--- src/rtl/wb_commit_unit.sv ---
// Writeback/commit stage: selects the writeback source, aligns loads across a
// variable-latency memory response, flags faults and counts retired instructions.
module wb_commit_unit #(
  parameter int unsigned WIDTH = 32,
  parameter int unsigned CNT_W = 32
) (
  input  logic             clk,
  input  logic             rst,
  input  logic             wb_valid_i,
  output logic             wb_ready_o,
  input  logic [4:0]       wb_rd_i,
  input  logic             wb_load_regfile_i,
  input  logic [3:0]       wb_sel_i,
  input  logic [WIDTH-1:0] wb_alu_out_i,
  input  logic             wb_br_en_i,
  input  logic [WIDTH-1:0] wb_u_imm_i,
  input  logic [WIDTH-1:0] wb_pc_i,
  input  logic             dmem_resp_i,
  input  logic [WIDTH-1:0] dmem_rdata_i,
  output logic             rf_we_o,
  output logic [4:0]       rf_rd_o,
  output logic [WIDTH-1:0] rf_wdata_o,
  output logic             misalign_o,
  output logic             illegal_o,
  output logic [CNT_W-1:0] retire_count_o
);

  localparam int unsigned OFF = $clog2(WIDTH / 8);

  localparam logic [3:0] SEL_ALU = 4'd0;
  localparam logic [3:0] SEL_BR  = 4'd1;
  localparam logic [3:0] SEL_UIM = 4'd2;
  localparam logic [3:0] SEL_LW  = 4'd3;
  localparam logic [3:0] SEL_PC4 = 4'd4;
  localparam logic [3:0] SEL_LB  = 4'd5;
  localparam logic [3:0] SEL_LBU = 4'd6;
  localparam logic [3:0] SEL_LH  = 4'd7;
  localparam logic [3:0] SEL_LHU = 4'd8;
  localparam logic [3:0] SEL_LD  = 4'd9;
  localparam logic [3:0] SEL_LWU = 4'd10;

  typedef enum logic {IDLE, WAIT_LOAD} state_e;

  state_e           state_q, state_d;
  logic [4:0]       ld_rd_q, ld_rd_d;
  logic             ld_we_q, ld_we_d;
  logic [3:0]       ld_sel_q, ld_sel_d;
  logic [OFF-1:0]   ld_off_q, ld_off_d;
  logic             rf_we_q, rf_we_d;
  logic [4:0]       rf_rd_q, rf_rd_d;
  logic [WIDTH-1:0] rf_wdata_q, rf_wdata_d;
  logic             misalign_q, misalign_d;
  logic             illegal_q, illegal_d;
  logic [CNT_W-1:0] cnt_q, cnt_d;

  logic             is_load, is_illegal, mis;
  logic [WIDTH-1:0] shifted, load_data, nonload_data;
  logic [2:0]       off3;

  // Source decode, load alignment and commit/next-state logic
  always_comb begin
    state_d      = state_q;
    ld_rd_d      = ld_rd_q;
    ld_we_d      = ld_we_q;
    ld_sel_d     = ld_sel_q;
    ld_off_d     = ld_off_q;
    rf_we_d      = 1'b0;
    rf_rd_d      = rf_rd_q;
    rf_wdata_d   = rf_wdata_q;
    misalign_d   = 1'b0;
    illegal_d    = 1'b0;
    cnt_d        = cnt_q;
    wb_ready_o   = (state_q == IDLE);

    is_load    = (wb_sel_i == SEL_LW) || ((wb_sel_i >= SEL_LB) && (wb_sel_i <= SEL_LWU));
    is_illegal = (wb_sel_i > SEL_LWU) ||
                 ((WIDTH == 32) && ((wb_sel_i == SEL_LD) || (wb_sel_i == SEL_LWU)));

    case (wb_sel_i)
      SEL_BR:  nonload_data = WIDTH'(wb_br_en_i);
      SEL_UIM: nonload_data = wb_u_imm_i;
      SEL_PC4: nonload_data = wb_pc_i + WIDTH'(4);
      default: nonload_data = wb_alu_out_i;
    endcase

    // The full byte offset doubles as the lane shift; misaligned cases are never written
    shifted = dmem_rdata_i >> {ld_off_q, 3'b000};
    off3    = 3'(ld_off_q);
    case (ld_sel_q)
      SEL_LW:  load_data = WIDTH'($signed(shifted[31:0]));
      SEL_LB:  load_data = WIDTH'($signed(shifted[7:0]));
      SEL_LBU: load_data = WIDTH'(shifted[7:0]);
      SEL_LH:  load_data = WIDTH'($signed(shifted[15:0]));
      SEL_LHU: load_data = WIDTH'(shifted[15:0]);
      SEL_LWU: load_data = WIDTH'(shifted[31:0]);
      default: load_data = shifted;
    endcase
    case (ld_sel_q)
      SEL_LH, SEL_LHU: mis = off3[0];
      SEL_LW, SEL_LWU: mis = (off3[1:0] != 2'b00);
      SEL_LD:          mis = (off3 != 3'b000);
      default:         mis = 1'b0;
    endcase

    case (state_q)
      IDLE: begin
        if (wb_valid_i) begin
          if (is_illegal) begin
            illegal_d = 1'b1;
            rf_rd_d   = wb_rd_i;
            cnt_d     = cnt_q + CNT_W'(1);
          end else if (is_load) begin
            ld_rd_d  = wb_rd_i;
            ld_we_d  = wb_load_regfile_i;
            ld_sel_d = wb_sel_i;
            ld_off_d = wb_alu_out_i[OFF-1:0];
            state_d  = WAIT_LOAD;
          end else begin
            rf_we_d    = wb_load_regfile_i && (wb_rd_i != 5'd0);
            rf_rd_d    = wb_rd_i;
            rf_wdata_d = nonload_data;
            cnt_d      = cnt_q + CNT_W'(1);
          end
        end
      end
      WAIT_LOAD: begin
        if (dmem_resp_i) begin
          rf_we_d    = ld_we_q && (ld_rd_q != 5'd0) && !mis;
          rf_rd_d    = ld_rd_q;
          if (!mis) rf_wdata_d = load_data;
          misalign_d = mis;
          cnt_d      = cnt_q + CNT_W'(1);
          state_d    = IDLE;
        end
      end
      default: state_d = IDLE;
    endcase
  end

  always_ff @(posedge clk) begin
    if (rst) begin
      state_q    <= IDLE;
      ld_rd_q    <= '0;
      ld_we_q    <= 1'b0;
      ld_sel_q   <= '0;
      ld_off_q   <= '0;
      rf_we_q    <= 1'b0;
      rf_rd_q    <= '0;
      rf_wdata_q <= '0;
      misalign_q <= 1'b0;
      illegal_q  <= 1'b0;
      cnt_q      <= '0;
    end else begin
      state_q    <= state_d;
      ld_rd_q    <= ld_rd_d;
      ld_we_q    <= ld_we_d;
      ld_sel_q   <= ld_sel_d;
      ld_off_q   <= ld_off_d;
      rf_we_q    <= rf_we_d;
      rf_rd_q    <= rf_rd_d;
      rf_wdata_q <= rf_wdata_d;
      misalign_q <= misalign_d;
      illegal_q  <= illegal_d;
      cnt_q      <= cnt_d;
    end
  end

  assign rf_we_o        = rf_we_q;
  assign rf_rd_o        = rf_rd_q;
  assign rf_wdata_o     = rf_wdata_q;
  assign misalign_o     = misalign_q;
  assign illegal_o      = illegal_q;
  assign retire_count_o = cnt_q;

endmodule

--- config.mk ---
export PLATFORM = sky130hd
export DESIGN_NAME = wb_commit_unit
export DESIGN_NICKNAME = d
export VERILOG_FILES = /design/src/rtl/wb_commit_unit.sv
export SDC_FILE = /design/constraint.sdc
export NUM_CORES = 1
export LEC_CHECK = 0
export BUFFER_PORTS_ARGS = -buffer_cell sky130_fd_sc_hd__buf_2
export CAP_MARGIN = 20
export CORE_MARGIN = 4
export CORE_UTILIZATION = 25
export DETAILED_ROUTE_END_ITERATION = 16
export SYNTH_ARGS = -nofsm -noshare
export SYNTH_HDL_FRONTEND = slang
export SYNTH_SLANG_ARGS = --single-unit
--- constraint.sdc ---
create_clock -name clk -period 5.79 [get_ports clk]
set_input_delay 0.8685 -clock clk [delete_from_list [all_inputs] [get_ports clk]]
set_output_delay 0.8685 -clock clk [all_outputs]
set_load 0.005 [all_outputs]
Word level (Yosys, flattened, before mapping):

Index checks and enable logic that the tools add are counted.

* register bits after elaboration: 85
* input port bits: 143
* output and inout port bits: 73
* logic and storage cells: 88

* add/sub/neg operators: 2
* magnitude comparators: 3
* equality and inequality tests: 19
* shifts and indexed selects: 1
* muxes and demuxes: 30
* bitwise gates (word level): 4
* reduce and logical (&&, ||, !) cells: 18

Operators by type and width (number)
* 32-bit 2-to-1 mux: 9
* 32-bit case mux with 2 select lines: 2
* 32-bit case mux with 4 select lines: 1
* 32-bit case mux with 3 select lines: 1
* 32-bit by 1-bit adder with 32-bit output, second input constant: 1
* 32-bit by 3-bit adder with 32-bit output, second input constant: 1
* 32-bit by 5-bit right shift with 32-bit output: 1
* 4-bit equality test, second input constant: 5
* 5-bit 2-to-1 mux: 4
* 4-bit by 3-bit equality test with 1-bit output, second input constant: 4
* 4-bit by 2-bit equality test with 1-bit output, second input constant: 3
* 2-bit inequality test, second input constant: 5
* 5-bit case mux with 2 select lines: 1
* 5-bit nonzero test: 2
* 1-bit 2-to-1 mux: 9
* 3-bit OR reduction: 3
* 1-bit case mux with 2 select lines: 3
* 5-bit AND reduction: 1
* 4-bit by 1-bit equality test with 1-bit output, second input constant: 1
* 4-bit by 3-bit greater-or-equal comparator with 1-bit output, second input constant: 1
* 4-bit greater-than comparator, second input constant: 1
* 4-bit <= comparator, second input constant: 1
* 1-bit logical AND: 4
* 1-bit NOT: 4
* other kinds (7): 9

Longest topological paths before layout:

Gate-level depths: netlist of run 1.

* depth after elaboration: 7
* depth in mapped cells: 9
* gate-level depth less buffers: 7

Worst setup path after synthesis of run 1:

No wires, ideal clock.

* path type: input-to-reg
* start point: in wb_sel_i[2]
* end point: reg cnt_q[25], in the netlist retire_count_o[25]
* setup time: 0.070 ns
* arrival: 2.557 ns
* slack: 3.162 ns
* cell stages on the path: 8
* buffers on the path: 2
* cell sequence: buf_2 maj3_2 a211oi_2 o2111ai_1 or2_0 clkbuf_1 or3_1 a21oi_1

* longest elaborated chain between the ends: 6

Ends and longest elaborated chain
* start, declared: RTL line 13 `input logic [3:0] wb_sel_i,`
* parallel branches: the longest is 6 deep, another holds 4-bit greater-than comparator
* end signal, assigned: RTL line 164 `cnt_q <= cnt_d;`
* end, declared: RTL line 54 `logic [CNT_W-1:0] cnt_q, cnt_d;`

Several ways; the timed one is not identified. The select of a mux whose other input is x is not followed.
A chain may end at the register's enable or synchronous reset.

Final worst setup path of run 1:

* start point: in wb_pc_i[2]
* end point: reg rf_wdata_q[28], in the netlist rf_wdata_o[28]

* longest elaborated chain between the ends: 6

Ends and longest elaborated chain
* start, declared: RTL line 17 `input logic [WIDTH-1:0] wb_pc_i,`
* 32-bit by 3-bit adder with 32-bit output: RTL line 82 `SEL_PC4: nonload_data = wb_pc_i + WIDTH'(4);`
* 32-bit case mux with 3 select lines: RTL line 79 `case (wb_sel_i)`
* 32-bit 2-to-1 mux: RTL line 112 `end else if (is_load) begin`
* 32-bit 2-to-1 mux: RTL line 108 `if (is_illegal) begin`
* 32-bit 2-to-1 mux: RTL line 107 `if (wb_valid_i) begin`
* 32-bit case mux with 2 select lines: RTL line 105 `case (state_q)`
* end signal, assigned: RTL line 161 `rf_wdata_q <= rf_wdata_d;`
* end, declared: RTL line 51 `logic [WIDTH-1:0] rf_wdata_q, rf_wdata_d;`

Every way passes these cells. The select of a mux whose other input is x is not followed.

==> impl_summary.txt, run 1 <==
----------------------------------------------------
[Floorplanning]
  Core Rows ... 54
  Initial cell density of the core ... 25.4%
  Die Area ... 24,600 um^2
  Die Wd ... 157 um
  Core region area ... 21,800 um^2
  Height of the chip ... 157 um
  Number of I/O pins ... 216

[Global route]
  Global-route total usage across every layer ... 18.0%
  Vias in the first global route ... 5,948
  GRT met3 Usage ... 5.88%
  Antenna violations before repair ... 8
  Global Route met1 Usage ... 23.0%
  First-pass GRT wire length ... 34,200 um
  Largest net degree at the start of global routing ... 87
  Remaining global-route overflow ... 0
  Busiest metal layer after global routing ... met2
  GRT met2 Usage ... 28.4%

[Pwr]
  Highest ir drop seen on vdd ... 0.174 mV
  Switching power ... 489 uW
  Sw frac ... 31.9%
  Internal power component ... 1040 uW
  Part of the total power dissipated in sequential elements ... 40.7%
  Leakage dissipation ... 0.00301 uW
  Combinational Power Share ... 20.4%
  Part of the total power dissipated in the clock network ... 39.0%
  Cell Pwr Density ... 213 nW/um^2

[Timing]
  Highest attainable clock frequency ... 360 MHz
  Clock period minus final worst setup slack ... 2.78 ns
  Total setup violations reported at the end of the flow ... 0
  Worst setup skew after layout ... 0.00821 ns
  Tightest Pin Transition ... 1.03 ns
  Part of the cycle the worst path needs ... 48.0%
  RSZ-0062 raised after global routing ... false
  Setup_tns ... 0 ns
  Slew Limit Headroom ... 31.0%
  Number of endpoints with negative hold slack in the final report ... 0
  Max Transition Viols Final ... 0

[Cells and area]
  Layout cell share with drive strength beyond 1 ... 28.8%
  Commonest non-fill, non-tap cell in the layout ... sky130_fd_sc_hd__buf_2
  Layout Area Growth over Synthesis ... 29.4%
  Layout Nets ... 1,047
  Filler Cell Count ... 2,371
  Commonest non-fill, non-tap cells in the layout ... 215 x sky130_fd_sc_hd__buf_2, 85 x sky130_fd_sc_hd__dfxtp_1, 79 x sky130_fd_sc_hd__nand2_1, 72 x sky130_fd_sc_hd__nor2_1, 57 x sky130_fd_sc_hd__a21oi_1
  Final non-filler cell total ... 1,189

[Yosys]
  Summed instance area of the synthesized netlist ... 5550 um^2
  Mean instance size in the synthesized netlist ... 7.78 um^2
  Number of register bits inferred by synthesis ... 85
  Number of warnings issued by yosys ... 0
  Library cells used by synthesis ... 74
  Net Count, Synth ... 858
  Synth async-reset ratio ... 0%
  Synthesized instance count ... 713
  Number of enable flip-flop cells after synthesis ... 0
  Commonest register cell after synthesis ... sky130_fd_sc_hd__dfxtp_1
  Sequential share of the synthesized area ... 30.7%

[Detailed routing]
  Count of TritonRoute iterations in the first routing pass ... 5
  Final wirelength ... 23,000 um
  Vias per cell ... 5.22
  Number of violations reported at the end of detailed-routing iteration 0 ... 403
  Overall via count from detail_route ... 6,207
  Drt drc ... 0
  Detailed-route wire length per cell ... 19.3 um
  Final antenna-violating net count ... 0

[Clock tree]
  Clock Tree Buf Depth ... 2
  Buffers inserted by post-CTS timing repair ... 0
  Sinks on the clock net ... 85
  Total clock buffers created by CTS ... 9
  Reg clk slew, reported paths ... 0.07 ns
  Insertion delay to the later sink of the worst-skew pair ... 0.35 ns
  Hold buffer count at CTS ... 0
  CTS H-Tree Depth ... 3
  Post-CTS Resized ... 0
  Cell chosen for the clock root ... sky130_fd_sc_hd__clkbuf_16
  Clock tree from TritonCTS ... yes

[Critical path]
  Required time reported for the critical path endpoint ... 6.06 ns
  Critical Path Source ... wb_pc_i[2]
  Startpoint of the worst register-to-register path ... ld_sel_q[1]
  Endpoint type of the worst setup path ... register
  Biggest fanout along the worst timing path ... 11
  WS Path Type ... input pin to register
  Worst endpoint data arrival time ... 3.05 ns
  CP Launch Type ... input pin

[Worst hold path]
  Worst hold start ... rf_wdata_o[14]
  Hold crit path type ... register to register

[Place]
  RD Place Congestion ... 0.916
  Inst Count DP ... 1,171
  DP Wirelength ... 17,800 um
  Port buffer count ... 215

[Flow run]
  Max-cap violations ... 0

[Run status]
  Result of the run ... finished clean

----------------------------------------------------
-- flip-flops by register name, indices dropped and copies added, names as in the netlist --
signal          count
state_q             1
illegal_o           1
rf_wdata_o         32
retire_count_o     32
ld_sel_q            4
misalign_o          1
rf_rd_o             5
ld_off_q            2
ld_we_q             1
ld_rd_q             5
rf_we_o             1
-- per-layer routing --
layer	part of all wire [%]	up-vias	wire, um
li1	-	3012	-
met5	0.22	-	51
met4	2.7	12	611
met1	42	2943	9680
met3	8.2	46	1880
met2	47	194	10700
-- cell type report --
type                            count  area (um^2)  area share, %
Antenna cell                        2         5.00         0.0697
Timing Repair Buffer              225         1150           16.0
Sequential cell                    85         1700           23.7
Clock buffer                        9          225           3.14
Multi-Input combinational cell    571         3630           50.6
Clock inverter                      7         76.3           1.06
Inverter                           10         37.5          0.523
Tap cell                          280          350           4.88
-- power groups by stage --
stage          Sequential, uW  Combinational, uW  Clock, uW
5_1_grt                   626                343        634
3_3_place_gp              637                309          0
4_1_cts                   623                312        611
6_report                  623                312        597
3_5_place_dp              637                310          0
2_1_floorplan             634                166          0
-- cell families after synthesis --
kind of cell    Yosys count  share of synthesized area, %
fa+ha+maj                 3                         0.654
compound gates          184                          22.9
buf+inv                  57                          4.26
flops                    85                          30.7
simple gates            303                          27.8
mux                      35                          6.34
xor+xnor                 46                          7.40
-- final timing paths --
| kind | end | slack, ns | cells past startpoint |
|---|---|---|---|
| hold reg to reg | rf_wdata_o[14] | 0.45 | 2 |
| setup reg to reg | rf_wdata_o[11] | 3.14 | 6 |
| hold / removal | rf_wdata_o[14] | 0.45 | 2 |
| setup / recovery | rf_wdata_o[28] | 3.01 | 8 |
-- through the flow --
stage | hold slack, ns | power (uW) | instance area [um^2] | util (%) | setup WS [ns]
after floorplan | 0.448 | 800 | 5550 | - | 3.16
after global placement | 0.453 | 945 | 6870 | 31.5 | 2.76
after detailed placement | 0.445 | 947 | 6870 | 31.5 | 2.69
after CTS | 0.453 | 1550 | 7170 | 32.9 | 3.07
after global routing | 0.481 | 1600 | 7180 | 32.9 | 2.88
final | 0.453 | 1530 | 7180 | 32.9 | 3.01
-- critical path, stage by stage --
cell	delay, ns
sky130_fd_sc_hd__buf_2	0.12
sky130_fd_sc_hd__ha_1	0.23
sky130_fd_sc_hd__and4_1	0.26
sky130_fd_sc_hd__nand4_1	0.46
sky130_fd_sc_hd__or4_1	0.63
sky130_fd_sc_hd__a21oi_1	0.17
sky130_fd_sc_hd__o211ai_1	0.12
sky130_fd_sc_hd__a21oi_1	0.18
-- synthesized netlist by cell type, types with 10 or more instances --
cell type / instances / area (um^2)
sky130_fd_sc_hd__xnor2_1: 17 / 149
sky130_fd_sc_hd__or4_1: 10 / 75.1
sky130_fd_sc_hd__dfxtp_1: 85 / 1700
sky130_fd_sc_hd__and2_1: 12 / 75.1
sky130_fd_sc_hd__nand4_1: 17 / 106
sky130_fd_sc_hd__o21ai_0: 36 / 180
sky130_fd_sc_hd__xor2_1: 28 / 245
sky130_fd_sc_hd__clkbuf_1: 33 / 124
sky130_fd_sc_hd__a221oi_1: 14 / 123
sky130_fd_sc_hd__mux2i_1: 34 / 340
sky130_fd_sc_hd__nand2_1: 79 / 297
sky130_fd_sc_hd__a211oi_1: 11 / 82.6
sky130_fd_sc_hd__nand3_1: 28 / 140
sky130_fd_sc_hd__nor3_1: 18 / 90.1
sky130_fd_sc_hd__nor2b_1: 10 / 62.6
sky130_fd_sc_hd__a21oi_1: 57 / 285
sky130_fd_sc_hd__or3_1: 10 / 62.6
sky130_fd_sc_hd__nor2_1: 72 / 270
Note: power is estimated with default switching activity, not from simulation.
==> run 2: changes to the inputs <==
ABC_AREA = 1   (was not set)
clock period = 2.79 ns   (was 5.79 ns; I/O delays follow)
==> impl_summary.txt, run 2 <==
----------------------------------------------------
[Detailed routing]
  Final antenna-violating net count ... 0 (unchanged)
  Final wirelength ... 26,200 um (+14%)
  Count of TritonRoute iterations in the first routing pass ... 5 (unchanged)
  Overall via count from detail_route ... 7,605 (+23%)
  Detailed-route wire length per cell ... 16.6 um (-14%)
  Drt drc ... 0 (unchanged)
  Vias per cell ... 4.81 (-7.8%)
  Number of violations reported at the end of detailed-routing iteration 0 ... 490 (+22%)

[Timing]
  Worst setup skew after layout ... 0.0122 ns (+0.00403 ns)
  Slew Limit Headroom ... 48.0% (+17 points)
  Total setup violations reported at the end of the flow ... 0 (unchanged)
  Max Transition Viols Final ... 0 (unchanged)
  Part of the cycle the worst path needs ... 76.6%
  Highest attainable clock frequency ... 468 MHz
  Setup_tns ... 0 ns (unchanged)
  Worst setup slack after layout ... 0.653 ns (-2.36 ns)
  Clock period minus final worst setup slack ... 2.14 ns
  Tightest Pin Transition ... 0.779 ns (-0.256 ns)
  Number of endpoints with negative hold slack in the final report ... 0 (unchanged)
  RSZ-0062 raised after global routing ... false

[Worst hold path]
  Hold crit path type ... input pin to register

[Clock tree]
  Cell chosen for the clock root ... sky130_fd_sc_hd__clkbuf_16
  Insertion delay to the later sink of the worst-skew pair ... 0.35 ns (about the same)
  Clock tree from TritonCTS ... yes
  CTS H-Tree Depth ... 3 (unchanged)
  Sinks on the clock net ... 85 (unchanged)
  Post-CTS Resized ... 0 (unchanged)
  Hold buffer count at CTS ... 0 (unchanged)
  Clock Tree Buf Depth ... 2 (unchanged)
  Buffers inserted by post-CTS timing repair ... 0 (unchanged)
  Total clock buffers created by CTS ... 9 (unchanged)
  Reg clk slew, reported paths ... 0.07 ns (about the same)

[Global route]
  Vias in the first global route ... 7,302 (+23%)
  First-pass GRT wire length ... 40,800 um (+19%)
  Remaining global-route overflow ... 0 (unchanged)
  Antenna violations before repair ... 4 (-4)
  Global-route total usage across every layer ... 18.4% (+0.46 points)
  Largest net degree at the start of global routing ... 42 (-52%)

[Yosys]
  Number of enable flip-flop cells after synthesis ... 0 (unchanged)
  Library cells used by synthesis ... 42 (-43%)
  Portion of synthesized cell area occupied by the leading cell type ... 27.4% (-3.3 points)
  Synth top cells by count ... 326 x sky130_fd_sc_hd__nand2_1, 139 x sky130_fd_sc_hd__nor2_1, 88 x sky130_fd_sc_hd__a21oi_1
  Mean instance size in the synthesized netlist ... 5.91 um^2 (-24%)
  Synth async-reset ratio ... 0% (unchanged)
  Summed instance area of the synthesized netlist ... 6220 um^2 (+12%)
  Net Count, Synth ... 1,198 (+40%)
  Sequential share of the synthesized area ... 27.4% (-3.3 points)
  Synth top area cells ... sky130_fd_sc_hd__dfxtp_1 27%, sky130_fd_sc_hd__nand2_1 20%, sky130_fd_sc_hd__nor2_1 8.4%
  Number of register bits inferred by synthesis ... 85 (unchanged)
  Number of warnings issued by yosys ... 0 (unchanged)
  Most frequent cell after synthesis ... sky130_fd_sc_hd__nand2_1
  Synth area leader ... sky130_fd_sc_hd__dfxtp_1
  Synthesized instance count ... 1,053 (+48%)
  Commonest register cell after synthesis ... sky130_fd_sc_hd__dfxtp_1

[Critical path]
  Worst reg2reg setup slack ... 0.65 ns (-2.49 ns)
  CP Launch Type ... register
  Biggest fanout along the worst timing path ... 20 (+9)
  Worst endpoint data arrival time ... 2.36 ns (-0.69 ns)
  WS Path Type ... register to register
  Endpoint type of the worst setup path ... register
  Required time reported for the critical path endpoint ... 3.01 ns (-3.05 ns)

[Cells and area]
  Filler Cell Count ... 2,797 (+18%)
  Commonest non-fill, non-tap cells in the layout ... 326 x sky130_fd_sc_hd__nand2_1, 215 x sky130_fd_sc_hd__buf_2, 139 x sky130_fd_sc_hd__nor2_1, 88 x sky130_fd_sc_hd__a21oi_1, 85 x sky130_fd_sc_hd__dfxtp_1
  Layout Nets ... 1,396 (+33%)
  Layout Area Growth over Synthesis ... 26.7%
  Commonest non-fill, non-tap cell in the layout ... sky130_fd_sc_hd__nand2_1
  Layout cell share with drive strength beyond 1 ... 23.3% (-5.5 points)

[Run status]
  Result of the run ... finished clean

[Place]
  DP Wirelength ... 21,500 um (+21%)
  Port buffer count ... 215 (unchanged)
  RD Place Congestion ... 0.958 (+4.6%)
  Pre-CTS setup slack ... 0.472 ns (-2.22 ns)

[Floorplanning]
  Die Wd ... 166 um (+5.6%)
  Number of I/O pins ... 216 (unchanged)
  Height of the chip ... 166 um (+5.6%)
  Die Area ... 27,500 um^2 (+11%)
  Core region area ... 24,400 um^2 (+12%)
  Initial cell density of the core ... 25.5% (+0.078 points)
  Core Rows ... 57 (+5.6%)

[Pwr]
  Leakage dissipation ... 0.00350 uW (+16%)
  Cell Pwr Density ... 409 nW/um^2 (+92%)
  Highest ir drop seen on vdd ... 0.274 mV (+58%)

[Flow run]
  Max-cap violations ... 0 (unchanged)

----------------------------------------------------
## run 2: cell count changes after synthesis, moves of 27 or more
cell / previous run / this run
sky130_fd_sc_hd__nor2_1: 72 / 139
sky130_fd_sc_hd__inv_1: 9 / 82
sky130_fd_sc_hd__mux2i_1: 34 / 7
sky130_fd_sc_hd__nand2_1: 79 / 326
sky130_fd_sc_hd__a21oi_1: 57 / 88
sky130_fd_sc_hd__nand3_1: 28 / 62
## run 2: logic make-up (layout without fill, tap and decap cells)
kind of cell	Yosys count	in the layout	synth area share [%]
AND/OR/NAND/NOR	594	594	39.6
AO/OA/AOI/OAI	205	205	18.6
buffers and inverters	136	338	9.47
flip-flops	85	85	27.4
XOR/XNOR	24	24	3.38
multiplexers	7	7	1.13
adder cells (fa/ha/maj)	2	2	0.402
other	0	1	0
## run 2: layout make-up
type | count | area, um^2 | area share, %
diodes | 1 | 2.50 | 0.0317
clock buffers | 11 | 253 | 3.21
clock inverters | 4 | 32.5 | 0.413
inverters | 88 | 334 | 4.24
multi-input cells | 832 | 3930 | 49.8
flip-flops and latches | 85 | 1700 | 21.6
well taps | 324 | 405 | 5.14
repair buffers | 235 | 1230 | 15.6
## run 2: metrics by stage
step	total power, uW	cell area, um^2	util [%]	hold WS [ns]	instances
2_1_floorplan	1750	6220	-	0.460	1053
3_3_place_gp	2070	7600	31.1	0.461	1564
3_5_place_dp	2080	7600	31.1	0.460	1564
4_1_cts	3270	7880	32.3	0.309	1579
5_1_grt	3410	7890	32.3	0.334	1580
6_report	3230	7890	32.3	0.327	1580
## run 2: final timing paths
kind                                   startpoint              to  cells past startpoint
worst max-delay path                      state_q  rf_wdata_o[19]                      8
worst min-delay path            wb_load_regfile_i         ld_we_q                      3
worst max register to register            state_q  rf_wdata_o[19]                      8
worst min register to register     rf_wdata_o[18]  rf_wdata_o[18]                      2
## run 2: worst max-delay path: stages, from the launching register on
cell	delay, ns
sky130_fd_sc_hd__dfxtp_1	0.48
sky130_fd_sc_hd__buf_4	0.32
sky130_fd_sc_hd__nand3_1	0.16
sky130_fd_sc_hd__o21ai_2	0.19
sky130_fd_sc_hd__nand2_1	0.35
sky130_fd_sc_hd__inv_1	0.20
sky130_fd_sc_hd__o21ai_0	0.11
sky130_fd_sc_hd__nand2_1	0.11
sky130_fd_sc_hd__a21oi_1	0.06
## run 2: power breakdown
| group | switching (uW) | internal (uW) | leakage, uW | total [uW] |
|---|---|---|---|---|
| registers | 43.7 | 1270 | 0.000692 | 1320 |
| logic | 464 | 272 | 0.00268 | 736 |
| clock network | 521 | 652 | 0.000134 | 1170 |
| total | 1030 | 2200 | 0.00350 | 3230 |
## run 2: routing by layer
metal,vias up,global-route usage [%],part of all wire [%]
li1,3828,-,-
met1,3481,25.0,46
met2,249,30.3,46
met3,41,3.19,5.6
met4,6,5.16,2.1
met5,-,0,0.13
==> run 3: changes to the inputs <==
clock period = 1.95 ns   (was 2.79 ns; I/O delays follow)
==> impl_summary.txt, run 3 (synthesis gave the netlist of run 2 again) <==
----------------------------------------------------
[Cells and area]
  Final core area utilization ... 33.4% (+1.1 points)
  Area of the multi-input gates ... 3940 um^2 (+0.13%)
  Register area ... 1700 um^2 (unchanged)
  Final Instance Area ... 8160 um^2 (+3.5%)
  Filler Cell Count ... 2,749 (-1.7%)
  Layout Nets ... 1,413 (+1.2%)
  Layout cell share with drive strength beyond 1 ... 24.5% (+1.2 points)
  Commonest non-fill, non-tap cells in the layout ... 325 x sky130_fd_sc_hd__nand2_1, 215 x sky130_fd_sc_hd__buf_2, 138 x sky130_fd_sc_hd__nor2_1, 88 x sky130_fd_sc_hd__a21oi_1, 85 x sky130_fd_sc_hd__dfxtp_1
  Layout Area Growth over Synthesis ... 31.1%
  Commonest non-fill, non-tap cell in the layout ... sky130_fd_sc_hd__nand2_1

[Timing]
  RSZ-0062 raised after global routing ... true
  Tightest Pin Transition ... 0.552 ns (-0.227 ns)
  Slew Limit Headroom ... 63.2% (+15 points)
  Part of the cycle the worst path needs ... 93.4% (+17 points)
  Total setup violations reported at the end of the flow ... 0 (unchanged)
  Highest attainable clock frequency ... 549 MHz (+17%)
  Number of endpoints with negative hold slack in the final report ... 0 (unchanged)
  Clock period minus final worst setup slack ... 1.82 ns (-0.317 ns)
  Setup_tns ... 0 ns (unchanged)
  Max Transition Viols Final ... 0 (unchanged)
  Worst setup skew after layout ... 0.0150 ns (+0.00272 ns)

[Global route]
  Vias in the first global route ... 7,422 (+1.6%)
  First-pass GRT wire length ... 40,300 um (-1.1%)
  Largest net degree at the start of global routing ... 42 (unchanged)
  Global-route total usage across every layer ... 18.2% (-0.27 points)
  Remaining global-route overflow ... 0 (unchanged)
  Antenna violations before repair ... 3 (-1)

[Pwr]
  Combinational Power Share ... 22.5% (-0.3 points)
  Highest ir drop seen on vdd ... 0.309 mV (+12%)
  Overall power after layout ... 4950 uW (+53%)
  Leakage dissipation ... 0.00365 uW (+4.3%)
  Internal power component ... 3400 uW (+55%)
  Switching power ... 1550 uW (+51%)
  Part of the total power dissipated in the clock network ... 39.6% (+3.2 points)
  Cell Pwr Density ... 606 nW/um^2 (+48%)
  Sw frac ... 31.3% (-0.59 points)
  Part of the total power dissipated in sequential elements ... 37.9% (-2.9 points)

[Worst hold path]
  Worst hold start ... wb_load_regfile_i
  Hold crit path type ... input pin to register

[Clock tree]
  Clock Tree Buf Depth ... 2 (unchanged)
  Sinks on the clock net ... 85 (unchanged)
  Insertion delay to the later sink of the worst-skew pair ... 0.35 ns (about the same)
  Reg clk slew, reported paths ... 0.07 ns (about the same)
  Cell chosen for the clock root ... sky130_fd_sc_hd__clkbuf_16
  Clock tree from TritonCTS ... yes
  Total clock buffers created by CTS ... 9 (unchanged)
  CTS H-Tree Depth ... 3 (unchanged)
  Hold buffer count at CTS ... 0 (unchanged)

[Critical path]
  Required time reported for the critical path endpoint ... 2.20 ns (-0.81 ns)
  CP Launch Type ... register
  Critical Path Source ... ld_off_q[0]
  Startpoint of the worst register-to-register path ... ld_off_q[0]
  Worst endpoint data arrival time ... 2.07 ns (-0.29 ns)
  Biggest fanout along the worst timing path ... 23 (+15%)
  WS Path Type ... register to register
  Endpoint type of the worst setup path ... register

[Detailed routing]
  Number of violations reported at the end of detailed-routing iteration 0 ... 540 (+10%)
  Count of TritonRoute iterations in the first routing pass ... 5 (unchanged)
  Final antenna-violating net count ... 0 (unchanged)
  Drt drc ... 0 (unchanged)
  Overall via count from detail_route ... 7,700 (+1.2%)
  Detailed-route wire length per cell ... 16.4 um (-1.4%)
  Vias per cell ... 4.82 (about the same)
  Final wirelength ... 26,200 um (-0.24%)

[Flow run]
  Max-cap violations ... 0 (unchanged)

[Floorplanning]
  Height of the chip ... 166 um (unchanged)
  Core region area ... 24,400 um^2 (unchanged)
  Initial cell density of the core ... 25.5% (unchanged)
  Die Wd ... 166 um (unchanged)
  Die Area ... 27,500 um^2 (unchanged)
  Number of I/O pins ... 216 (unchanged)
  Core Rows ... 57 (unchanged)

[Place]
  RD Place Congestion ... 0.938 (-2.1%)
  DP Wirelength ... 21,100 um (-1.9%)
  Post-place instance area ... 7790 um^2 (+2.6%)
  Port buffer count ... 215 (unchanged)

[Run status]
  Result of the run ... finished clean

----------------------------------------------------
[run 3: worst paths after layout]
path                     to  slack (ns)  cells past startpoint
max           rf_wdata_o[2]        0.13                      7
min                 ld_we_q        0.19                      3
max reg2reg   rf_wdata_o[2]        0.13                      7
min reg2reg  rf_wdata_o[30]        0.46                      2
[run 3: stage by stage]
step	setup slack (ns)	hold slack, ns	instances
after floorplan	0.322	0.420	1053
after global placement	0.131	0.453	1580
after detailed placement	0.0858	0.455	1580
after CTS	0.136	0.176	1596
after global routing	-0.00386	0.204	1599
final	0.130	0.192	1599
[run 3: cell type report]
| type | instances | area share, % |
|---|---|---|
| Clock buffer | 9 | 2.76 |
| Timing Repair Buffer | 252 | 17.7 |
| Clock inverter | 7 | 1.29 |
| Antenna cell | 2 | 0.0613 |
| Inverter | 88 | 4.10 |
| Sequential cell | 85 | 20.9 |
| Multi-Input combinational cell | 832 | 48.2 |
| Tap cell | 324 | 4.97 |
[run 3: layer usage]
layer	wire (um)	track usage, %	up-vias
li1	-	-	3858
met1	11900	24.2	3539
met2	12400	30.4	257
met3	1180	2.24	44
met4	678	6.42	2
met5	7	0	-
[run 3: timing repair]
action                     in CTS  in global routing
gates resized for setup         0                  6
setup endpoints to repair       0                 17
buffers inserted                0                  0
[run 3: worst max-delay path, cell delays in order (launching register included)]
cell and delay, ns:
sky130_fd_sc_hd__dfxtp_1 0.46, sky130_fd_sc_hd__buf_4 0.32, sky130_fd_sc_hd__mux2i_1 0.40, sky130_fd_sc_hd__nand2_1 0.10, sky130_fd_sc_hd__a21oi_1 0.20, sky130_fd_sc_hd__a31oi_1 0.08, sky130_fd_sc_hd__nor2_1 0.11, sky130_fd_sc_hd__nor2_1 0.05
[run 3: power by group through the flow]
stage / sequential, uW / clock (uW) / combinational [uW]
final: 1870 / 1960 / 1110
after global routing: 1890 / 2070 / 1230
after CTS: 1870 / 2020 / 1100
after detailed placement: 1910 / 0 / 1100
after global placement: 1910 / 0 / 1100
after floorplan: 1910 / 0 / 592
